==> src/rtl/i2c_fifo_ctrl.sv <==
// TX/RX FIFO pair for an I2C controller, with occupancy, threshold irqs and sticky error flags.
// Latency: status is visible the cycle after push/pop; read data is one cycle after the pop (FWFT when I2C_FIFO_FWFT_EN is defined).
// Backpressure: none. Pushes into a full FIFO are dropped and set ovf. Pops from an empty FIFO are ignored; on RX they also set rx_udf.

module i2c_fifo_ch #(
    parameter int DW    = 8,
    parameter int DEPTH = 16,
    localparam int AW   = $clog2(DEPTH)
) (
    input  logic          clk,
    input  logic          rstn,
    input  logic          flush,
    input  logic          wr,
    input  logic [DW-1:0] din,
    input  logic          rd,
    output logic [DW-1:0] dout,
    output logic          dvld,
    output logic          empty,
    output logic          full,
    output logic [AW:0]   ocy
);
    logic [DW-1:0] mem [DEPTH];
    logic [AW:0]   wptr;
    logic [AW:0]   rptr;
    logic          push_ok;
    logic          pop_ok;

    assign ocy   = wptr - rptr;
    assign empty = (ocy == '0);
    assign full  = (ocy == (AW+1)'(DEPTH));

    // A pop in the same cycle frees a slot, so a push into a full FIFO still lands.
    assign push_ok = wr && !flush && (!full || rd);
    assign pop_ok  = rd && !flush && !empty;

    always_ff @(posedge clk or negedge rstn) begin
        if (!rstn) begin
            wptr <= '0;
            rptr <= '0;
        end else if (flush) begin
            wptr <= '0;
            rptr <= '0;
        end else begin
            if (push_ok) wptr <= wptr + 1'b1;
            if (pop_ok)  rptr <= rptr + 1'b1;
        end
    end

    always_ff @(posedge clk) begin
        if (push_ok) mem[wptr[AW-1:0]] <= din;
    end

`ifdef I2C_FIFO_FWFT_EN
    assign dout = empty ? '0 : mem[rptr[AW-1:0]];
    assign dvld = !empty;
`else
    always_ff @(posedge clk or negedge rstn) begin
        if (!rstn) begin
            dout <= '0;
            dvld <= 1'b0;
        end else begin
            dvld <= pop_ok;
            if (pop_ok) dout <= mem[rptr[AW-1:0]];
        end
    end
`endif
endmodule

module i2c_fifo_ctrl #(
    parameter int TX_DW = 10,
    parameter int RX_DW = 8,
    parameter int DEPTH = 16,
    localparam int AW   = $clog2(DEPTH)
) (
    input  logic             clk,
    input  logic             rstn,
    input  logic             tx_wr,
    input  logic [TX_DW-1:0] tx_din,
    input  logic             tx_rd,
    output logic [TX_DW-1:0] tx_dout,
    output logic             tx_empty,
    output logic             tx_full,
    output logic [AW:0]      tx_ocy,
    input  logic             rx_wr,
    input  logic [RX_DW-1:0] rx_din,
    input  logic             rx_rd,
    output logic [RX_DW-1:0] rx_dout,
    output logic             rx_empty,
    output logic             rx_full,
    output logic [AW:0]      rx_ocy,
    input  logic             tx_flush,
    input  logic             rx_flush,
    input  logic [AW:0]      tx_thr,
    input  logic [AW:0]      rx_thr,
    output logic             irq_tx_low,
    output logic             irq_rx_thr,
    output logic             tx_ovf,
    output logic             rx_ovf,
    output logic             rx_udf,
    input  logic             err_clr,
    output logic             tx_dvld,
    output logic             rx_dvld
);
    logic tx_ovf_set;
    logic rx_ovf_set;
    logic rx_udf_set;

    i2c_fifo_ch #(.DW(TX_DW), .DEPTH(DEPTH)) u_tx (
        .clk(clk), .rstn(rstn), .flush(tx_flush),
        .wr(tx_wr), .din(tx_din), .rd(tx_rd),
        .dout(tx_dout), .dvld(tx_dvld),
        .empty(tx_empty), .full(tx_full), .ocy(tx_ocy)
    );

    i2c_fifo_ch #(.DW(RX_DW), .DEPTH(DEPTH)) u_rx (
        .clk(clk), .rstn(rstn), .flush(rx_flush),
        .wr(rx_wr), .din(rx_din), .rd(rx_rd),
        .dout(rx_dout), .dvld(rx_dvld),
        .empty(rx_empty), .full(rx_full), .ocy(rx_ocy)
    );

    // Flush swallows a same-cycle push or pop without flagging an error.
    assign tx_ovf_set = tx_wr && tx_full && !tx_rd && !tx_flush;
    assign rx_ovf_set = rx_wr && rx_full && !rx_rd && !rx_flush;
    assign rx_udf_set = rx_rd && rx_empty && !rx_flush;

    always_ff @(posedge clk or negedge rstn) begin
        if (!rstn) begin
            tx_ovf     <= 1'b0;
            rx_ovf     <= 1'b0;
            rx_udf     <= 1'b0;
            irq_tx_low <= 1'b0;
            irq_rx_thr <= 1'b0;
        end else begin
            tx_ovf     <= tx_ovf_set || (tx_ovf && !err_clr);
            rx_ovf     <= rx_ovf_set || (rx_ovf && !err_clr);
            rx_udf     <= rx_udf_set || (rx_udf && !err_clr);
            irq_tx_low <= (tx_ocy <= tx_thr);
            irq_rx_thr <= (rx_ocy >= rx_thr) && (rx_thr != '0);
        end
    end
endmodule

==> config.mk <==
export PLATFORM = sky130hd
export DESIGN_NAME = i2c_fifo_ctrl
export DESIGN_NICKNAME = d
export VERILOG_FILES = /design/src/rtl/i2c_fifo_ctrl.sv
export SDC_FILE = /design/constraint.sdc
export NUM_CORES = 1
export LEC_CHECK = 0
export ABC_AREA = 1
export BUFFER_PORTS_ARGS = -buffer_cell sky130_fd_sc_hd__buf_2
export CORE_MARGIN = 2
export CORE_UTILIZATION = 35
export CTS_CLUSTER_SIZE = 10
export DETAILED_ROUTE_END_ITERATION = 10
export SYNTH_ARGS = -nofsm -noshare
export SYNTH_HDL_FRONTEND = slang
export SYNTH_HIERARCHICAL = 1
export SYNTH_SLANG_ARGS = --single-unit
==> constraint.sdc <==
create_clock -name clk -period 3.04 [get_ports clk]
set_clock_uncertainty 0.05 [all_clocks]
set_input_delay 0.304 -clock clk [delete_from_list [all_inputs] [get_ports clk]]
set_output_delay 0.304 -clock clk [all_outputs]
set_load 0.02 [all_outputs]
### Word-level counts from Yosys, hierarchy flattened

Memory sizes are Yosys's and may differ from the RTL's. A register that Yosys moved wholly into a read port is not among the register bits.
Index checks and enable logic that the tools add are counted.

| word-level totals | value |
|---|---|
| memories | 2 |
| output and inout port bits | 39 |
| bits of input ports | 37 |
| RAM bits | 288 |
| flip-flop bits (word level) | 27 |

Memories:

| memory | depth | bits a word | rd ports | clocked after Yosys merged registers in | wr ports | line | text |
|---|---|---|---|---|---|---|---|
| u_tx.mem | 16 | 10 | 1 | 1 | 1 | 22 | `logic [DW-1:0] mem [DEPTH];` |
| u_rx.mem | 16 | 8 | 1 | 1 | 1 | 22 |  |

| cells by class | value |
|---|---|
| add/subtract/negate cells | 6 |
| muxes and demuxes | 12 |
| reduce and logical (&&, ||, !) cells | 43 |
| equality and inequality tests | 2 |
| order comparisons | 2 |

Operators by type and width:

| operator | number |
|---|---|
| two-way mux 5 bit | 8 |
| adder 5 x 1 -> 5 bit (second input constant) | 4 |
| logical AND 1 bit | 20 |
| logical NOT 1 bit | 11 |
| equality test 5 bit (second input constant) | 2 |
| logical NOT 5 bit | 2 |
| subtractor 5 bit | 2 |
| nonzero test 2 bit | 4 |
| >= comparator 5 bit | 1 |
| <= comparator 5 bit | 1 |
| logical OR 1 bit | 5 |
| nonzero test 5 bit | 1 |
| two-way mux 1 bit | 4 |

### Logic depth before layout (Yosys ltp)

Gate-level depths: netlist (run 1).

| logic depth | value |
|---|---|
| word-level depth | 7 |
| gate-level depth with buffers | 15 |
| depth with buffers taken out | 15 |

### Cells and area by module

Netlist (run 1), hierarchy kept.

Modules (own cells, without submodules):

| module | instances | cells each | area each (µm²) | sequential area each (µm²) |
|---|---|---|---|---|
| i2c_fifo_ch at u_tx | 1 | 650 | 7648.6 | 5330.1 |
| i2c_fifo_ch at u_rx | 1 | 544 | 6319.8 | 4319.1 |
| i2c_fifo_ctrl | 1 | 68 | 465.4 | 125.1 |

### Worst setup path after synthesis (run 1)

OpenSTA, ideal clock, no wires.

| path | value |
|---|---|
| path kind | register -> register |
| from | register u_tx.rptr[2] |
| to | memory u_tx/mem[13][0] (netlist bit), enable pin |
| setup slack | -294 ps |
| required time | 2600 ps |
| stages on the path, launching flop included | 11 |
| arrival time | 2894 ps |
| setup time | 390 ps |
| buffers on the path | 3 |
| clock period less this slack | 3334 ps |
| path through | dfrtp_1 > clkbuf_1 > inv_1 > clkbuf_1 > ha_1 > xor2_1 > nor2_2 > nand4_4 > nand2_4 > buf_6 > nor3_1 |

| on the way | value |
|---|---|
| longest elaborated chain between the ends | 7 |

Ends and longest elaborated chain:

| item | line | text |
|---|---|---|
| start: declaration | 24 | `logic [AW:0] rptr;` |
| start signal: assignment | 45 | `if (pop_ok) rptr <= rptr + 1'b1;` |
| subtractor 5 bit | 28 | `assign ocy = wptr - rptr;` |
| named net tx_ocy[2] | 83 | `output logic [AW:0] tx_ocy,` |
| equality test 5 bit | 30 | `assign full = (ocy == (AW+1)'(DEPTH));` |
| logical NOT 1 bit | 33 | `assign push_ok = wr && !flush && (!full \|\| rd);` |
| logical OR 1 bit | 33 |  |
| logical AND 1 bit | 33 |  |
| two-way mux 1 bit | 50 | `if (push_ok) mem[wptr[AW-1:0]] <= din;` |
| two-way mux 1 bit (not written as such) | 50 |  |
| end: declaration | 22 |  |

The timed path passes the listed nets, and every way through them passes these cells.

### Worst setup path after layout (run 1)

| path | value |
|---|---|
| from | register u_rx.wptr[0] |
| to | memory u_rx.mem[10][2], in the netlist u_rx/mem[5][2], enable pin |

| on the way | value |
|---|---|
| longest elaborated chain between the ends | 7 |

Ends and longest elaborated chain:

| item | line | text |
|---|---|---|
| start: declaration | 23 | `logic [AW:0] wptr;` |
| start signal: assignment | 44 | `if (push_ok) wptr <= wptr + 1'b1;` |
| subtractor 5 bit | 28 |  |
| equality test 5 bit | 30 |  |
| logical NOT 1 bit | 33 |  |
| logical OR 1 bit | 33 |  |
| logical AND 1 bit | 33 |  |
| two-way mux 1 bit | 50 |  |
| two-way mux 1 bit (not written as such) | 50 |  |
| end: declaration | 22 |  |

Several ways; a longest one is shown, not always the timed one.

==> results of run 1 <==
-- worst min path at each step --
stage                    to  slack (ns)  cells past startpoint
3_3_place_gp   u_tx/dout[8]        0.39                      1
4_1_cts        u_tx/rptr[3]      0.0002                      3
6_report       u_tx/rptr[4]        0.02                      3
3_5_place_dp   u_tx/dout[8]        0.41                      1
5_1_grt        u_tx/rptr[4]        0.03                      3
2_1_floorplan    irq_rx_thr       -0.04                      0
-- critical path, delay by kind of cell, from the launching register on --
family	cells	cell delay [ns]
simple gates	5	1.19
fa+ha+maj	2	0.67
flops	1	0.37
buf+inv	3	0.31
-- metal layers --
metal	global-route usage (%)	share of wire (%)	vias to the layer above	routed length, um
met5	0	0	-	0
met4	5.71	2.2	0	823
met3	2.68	5.2	60	1930
met2	29.2	50	314	18400
met1	22.4	43	4880	15800
li1	-	-	4632	-
-- layout by cell type, fill, tap and decap left out, drive strengths merged --
cell / netlist / final
dlygate4sd3: 0 / 8
o211ai: 36 / 36
nand3: 67 / 67
nand3b: 2 / 2
or2: 2 / 2
buf: 32 / 124
nand4: 8 / 8
dfrtp: 45 / 45
nor3: 30 / 30
o22ai: 37 / 37
o21ai: 146 / 146
inv: 85 / 85
a21oi: 6 / 6
xor2: 16 / 16
clkbuf: 32 / 62
bufinv: 0 / 1
edfxtp: 288 / 288
ha: 28 / 28
fa: 2 / 2
xnor2: 2 / 2
clkinv: 2 / 8
nand2: 196 / 196
nor2: 200 / 200
-- stage by stage --
step / std cells / worst slack [ns]
floorplan: 1262 / -0.294
global placement: 1852 / -0.0974
detailed placement: 1852 / -0.267
CTS: 1929 / -0.106
global route: 1931 / -0.132
finish: 1931 / 0.0504
-- cell type report --
cell class,instances,share of cell area (%)
Sequential cell,333,57.6
Timing Repair Buffer,132,5.01
Clock buffer,62,6.44
Multi-Input combinational cell,778,24.4
Inverter,87,1.94
Tap cell,532,3.92
Clock inverter,7,0.708
-- state kept, by name, indices dropped and copies added, names as in the netlist, 5 cells and up --
name,count
u_rx/dout,8
u_rx/wptr,5
u_rx/mem,128
u_tx/wptr,5
u_tx/dout,10
u_tx/mem,160
u_tx/rptr,5
u_rx/rptr,5
-- cells by family after synthesis --
kind of cell	after synthesis
adders and majority gates	30
xor gates and xnor gates	18
and+or+nand+nor	505
buffers and inverters	151
DFF	333
AOI/OAI and AO/OA	225
-- power groups by stage --
stage,Combinational (uW),Clock (uW),Sequential [uW]
after floorplan,3130,0,5610
after CTS,4970,4490,5330
after detailed placement,4920,0,5410
final,5110,4400,5320
after global routing,5630,4680,5350
after global placement,4880,0,5410
-- what timing repair did --
action | in CTS | in global routing
endpoints found under the setup margin | 152 | 140
pin swaps | 0 | 4
setup buffers | 0 | 2
hold buffers | 8 | 0
endpoints found under the hold margin | 38 | 0
gates resized for setup | 12 | 25
==> run_results.csv, run 1 <==
group,metric,value,unit
outcome,status,"finished, final reports clean",
routing,ant_nets,0,
cts,clockBufferDepth,3,
floorplanning,fp.coreArea,40700,um^2
timing,hold_viol,0,
critical_path,critPathLaunch,"u_rx/wptr[0]",
layout,drive_above_1_share,16.5,%
synth,ys.flop_type,"edfxtp_1",
timing,maxSlewHeadroom,24.6,%
global_route,grt_max_degree,85,
cts,cts-root-buf,"clkbuf_16",
synth,synth_top_area_share,59.9,%
global_route,grt_use_total,17.2,%
synth,synth_largest_area_cell,"edfxtp_1",
synth,yosys.area_share.simple,15.1,%
critical_path,cp-start-kind,"flop",
critical_path,cp.required,3.16,ns
placed_design,dpl_cell_area,15500,um^2
layout,diodes,0,
placed_design,place_hpwl,23600,um
synth,async_flop_share,13.5,%
critical_path,max_stage_delay,0.86,ns
power,p_int,9480,uW
critical_path,cpMostUsedCell,"inv_1",
synth,synth-seq-cells,333,
power,pwr-share-clk,29.7,%
timing,finalCritPeriodShare,98.3,%
power,ir_drop,0.000407,V
routing,drc,0,
floorplanning,die_w,207,um
critical_path,slowest_stage,"nor3_1",
cts,cts.sinks,333,
synth,synth_compound_area_share,8.80,%
layout,utilization,41.7,%
critical_path,arrival,3.11,ns
critical_path,crit_end,"u_rx/mem[5][2]",
synth,synthesis.area,14400,um^2
cts,cts_tree,"done",
synth,syn-num-nets,1329,
cts,clock_latency,0.57,ns
synth,synth_mux_area_share,0,%
timing,tns,0,ns
power,power,14800,uW
layout,fillers,3856,
synth,yosys-top-cells-area,"edfxtp_1, dfrtp_1, nor2_1",
synth,synth_top_family_by_area,"simple AND/OR/NAND/NOR gates",
cts,path_clk_slew,0.06,ns
flow_run,max_cap_viol_count,0,
routing,wl,37000,um
critical_path,end_kind,"flop",
floorplanning,die_h,207,um
power,p_sw,5360,uW
power,switching_share,36.1,%
critical_path,cp_max_fo,16,
timing,drv_slew,0,
global_route,grt_pass1_vias,9916,
critical_path,r2r_cells,10,
critical_path,cp_cell_sequence,"inv_1 -> ha_1 -> inv_1 -> fa_2 -> or2_4 -> nor2_4 -> nand4_4 -> nand2_2 -> buf_12 -> nor3_1",
global_route,grt_overflow,0,
cts,cts_buffers,40,
power,power.density,874,nW/um^2
timing,rsz0062_at_grt,"true",
routing,post_drt_wl_per_cell,19.2,um
placed_design,gp_congestion,0.872,
layout,seq_area,9780,um^2
synth,synth-adder-area-share,2.70,%
synth,postSynthAreaPerCell,11.4,um^2
synth,synth_edf_count,288,
global_route,antenna_found_initial,0,
floorplanning,dieArea,42900,um^2
global_route,grt_pass1_wl,57100,um
critical_path,critical_path_class,"reg -> reg",
power,p_leak,0.00643,uW
timing,max_freq,0.334,GHz
floorplanning,start_util,35.4,%
worst_hold_path,min_path_type,"in -> reg",
critical_path,r2r_setup_slack,0.05,ns
power,p_comb_share,34.4,%
routing,drt-initial-drc-count,767,
synth,ys_seq_area_share,67.7,%
layout,finalInstanceArea,17000,um^2
routing,via_count,9886,
worst_hold_path,worstHoldStart,"tx_rd",
placed_design,port_buffers,75,
timing,min_period,2.99,ns
floorplanning,rows,74,
synth,synth_xor_area_share,1.14,%
power,power_frac_seq,35.9,%
synth,yosysMostFrequentCell,"edfxtp_1",
critical_path,r2r-start,"u_rx/wptr[0]",
routing,drtPass1Iterations,5,
timing,setup_violations,0,
synth,ys_top_cells_by_count,"edfxtp_1, nor2_1, nand2_1",
layout,area_growth,17.6,%
layout,num-nets-final,1439,
floorplanning,boundaryPins,76,
critical_path,r2r_end,"u_rx/mem[5][2]",
routing,viasPerCell,5.12,
layout,multi_input_area,4140,um^2
timing,hold_ws,0.0205,ns
cts,cts_max_level,2,
synth,synthCells,1262,
timing,tightest_slew,1.12,ns
synth,ys_warn_count,6,
synth,ys_types,36,
Power figures use the tool's default switching activity.
==> inputs of run 2 (changes only) <==
Settings changed: BUFFER_PORTS_ARGS -buffer_cell sky130_fd_sc_hd__buf_2 to not set, DONT_BUFFER_PORTS set to 1.
==> run 2 against run 1 <==
Effect of this change: final area shrank 0.94%; critical path depth is the same; hold slack better by 0.010 ns; first-iteration DRC count up 9.8%; combinational power down 11%; critical path type unchanged; highest routed layer unchanged.
==> run_results.csv, run 2 (synthesized netlist as in run 1, its figures left out) <==
group,metric,value,unit
outcome,status,"finished, final reports clean",
power,ir_drop,0.000463,V
routing,drt-initial-drc-count,842,
power,p_leak,0.00624,uW
critical_path,arrival,3.08,ns
floorplanning,start_util,35.4,%
floorplanning,die_h,207,um
power,switching_share,35.6,%
routing,wl,37100,um
global_route,grt_use_total,17.1,%
placed_design,place_hpwl,23400,um
timing,tightest_slew,1.02,ns
cts,cts-root-buf,"clkbuf_16",
power,power,14500,uW
critical_path,cp-start-kind,"flop",
layout,diodes,0,
routing,via_count,9768,
critical_path,cp.required,3.12,ns
cts,cts_max_level,2,
flow_run,max_cap_viol_count,0,
timing,max_freq,0.334,GHz
timing,tns,0,ns
timing,rsz0062_at_grt,"true",
power,p_sw,5160,uW
critical_path,max_stage_delay,0.76,ns
cts,cts_buffers,40,
critical_path,cp_cell_sequence,"inv_1 -> ha_1 -> inv_1 -> fa_2 -> or2_0 -> nor2_4 -> nand4_4 -> nand2_2 -> buf_12 -> nor3_1",
placed_design,dpl_cell_area,15200,um^2
layout,drive_above_1_share,11.0,%
timing,worst_slack,0.0449,ns
power,power.density,861,nW/um^2
critical_path,critical_path_buf_inv_count,3,
power,p_comb_share,31.5,%
layout,largest_register_ffs,160,
critical_path,cp_max_fo,16,
cts,cts_tree,"done",
power,pwr-share-clk,30.3,%
critical_path,r2r_setup_slack,0.04,ns
layout,num-nets-final,1396,
critical_path,end_kind,"flop",
timing,min_period,3.00,ns
layout,seq_area,9780,um^2
power,power_frac_seq,38.3,%
floorplanning,dieArea,42900,um^2
cts,clock_latency,0.54,ns
placed_design,gp_congestion,0.828,
floorplanning,die_w,207,um
worst_hold_path,min_path_type,"in -> reg",
global_route,grt_pass1_vias,9882,
floorplanning,fp.coreArea,40700,um^2
critical_path,critical_path_class,"reg -> reg",
routing,drtPass1Iterations,5,
layout,fillers,3836,
layout,area_growth,16.5,%
layout,finalInstanceArea,16800,um^2
routing,viasPerCell,5.17,
placed_design,pre_cts_ws,-0.0234,ns
layout,multi_input_area,4060,um^2
timing,hold_viol,0,
timing,finalCritPeriodShare,98.5,%
floorplanning,boundaryPins,76,
routing,ant_nets,0,
global_route,grt_max_degree,85,
critical_path,cpMostUsedCell,"inv_1",
timing,drv_slew,0,
cts,clockBufferDepth,3,
critical_path,slowest_stage,"nor3_1",
global_route,grt_pass1_wl,57200,um
layout,layout_commonest_cell,"edfxtp_1",
floorplanning,rows,74,
global_route,grt_overflow,0,
critical_path,cp_top_family,"simple AND/OR/NAND/NOR gates",
cts,cts.sinks,333,
timing,maxSlewHeadroom,31.7,%
routing,post_drt_wl_per_cell,19.6,um
cts,path_clk_slew,0.06,ns
global_route,antenna_found_initial,0,
placed_design,port_buffers,0,
layout,most-common-layout-cells,"edfxtp_1, nor2_1, nand2_1",
routing,drc,0,
power,p_int,9320,uW
timing,setup_violations,0,
run 2: changes by cell type in the layout (fill, tap and decap cells not counted), moves of 2 or more:
cell           delta
buf_2            -72
dlygate4sd3_1    +22
nor3_1            +9
nor3_2            -9
buf_4             +8
buf_6             -2
clkbuf_16         +2
clkinv_1          +2
clkinv_16         -2
clkinv_2          -2
inv_2             -2
run 2: power groups by stage:
| stage | Combinational, uW | Sequential (uW) | Clock (uW) |
|---|---|---|---|
| after floorplan | 3130 | 5610 | 0 |
| after global placement | 4320 | 5630 | 0 |
| after detailed placement | 4340 | 5640 | 0 |
| after CTS | 4510 | 5550 | 4470 |
| after global routing | 5080 | 5560 | 4660 |
| final | 4560 | 5540 | 4380 |
run 2: worst register-to-register path, cell delays in order, from the launching register on:
cell	delay, ns
dfrtp_1	0.37
inv_1	0.08
ha_1	0.14
inv_1	0.06
fa_2	0.52
or2_0	0.17
nor2_4	0.07
nand4_4	0.10
nand2_2	0.08
buf_12	0.19
nor3_1	0.77
run 2: routing by layer:
metal  track usage (%)  share of wire [%]  wire [um]
met4              5.49                2.7        993
met1              22.9                 43      16000
met2              28.3                 48      17700
met5                 0                  0          0
met3              3.05                6.6       2450
run 2: area by class of cell:
type	count	share of cell area, %
clock inverter	5	0.342
timing repair buffer	89	4.61
clock buffer	64	6.80
sequential	333	58.1
inverter	87	1.98
tap	532	3.96
multi-input combinational	778	24.2
run 2: per-stage QoR:
step / hold WS (ns) / util, % / std cells
after floorplan: -0.0416 / - / 1262
after global placement: -0.0407 / 37.3 / 1786
after detailed placement: -0.0405 / 37.3 / 1786
after CTS: 0.00866 / 41.1 / 1887
after global routing: 0.0370 / 41.3 / 1888
final: 0.0308 / 41.3 / 1888
run 2: worst paths after layout:
| kind | from | endpoint | cells after the start |
|---|---|---|---|
| worst max register to register | u_rx/wptr[0] | u_rx/mem[9][1] | 10 |
| min in group asynchronous | rstn | irq_tx_low | 2 |
| worst min-delay path | rx_flush | u_rx/wptr[2] | 3 |
| max in group asynchronous | rstn | u_rx/rptr[0] | 2 |
| worst min register to register | u_tx/wptr[0] | u_tx/wptr[0] | 3 |
| worst max-delay path | u_rx/wptr[0] | u_rx/mem[9][1] | 10 |
run 2: what timing repair did:
action / CTS / global route
hold buffers: 31 / 0
setup endpoints to repair: 18 / 129
pin swaps: 0 / 2
gates resized for setup: 2 / 14
setup buffers: 1 / 1
hold endpoints to repair: 344 / 0
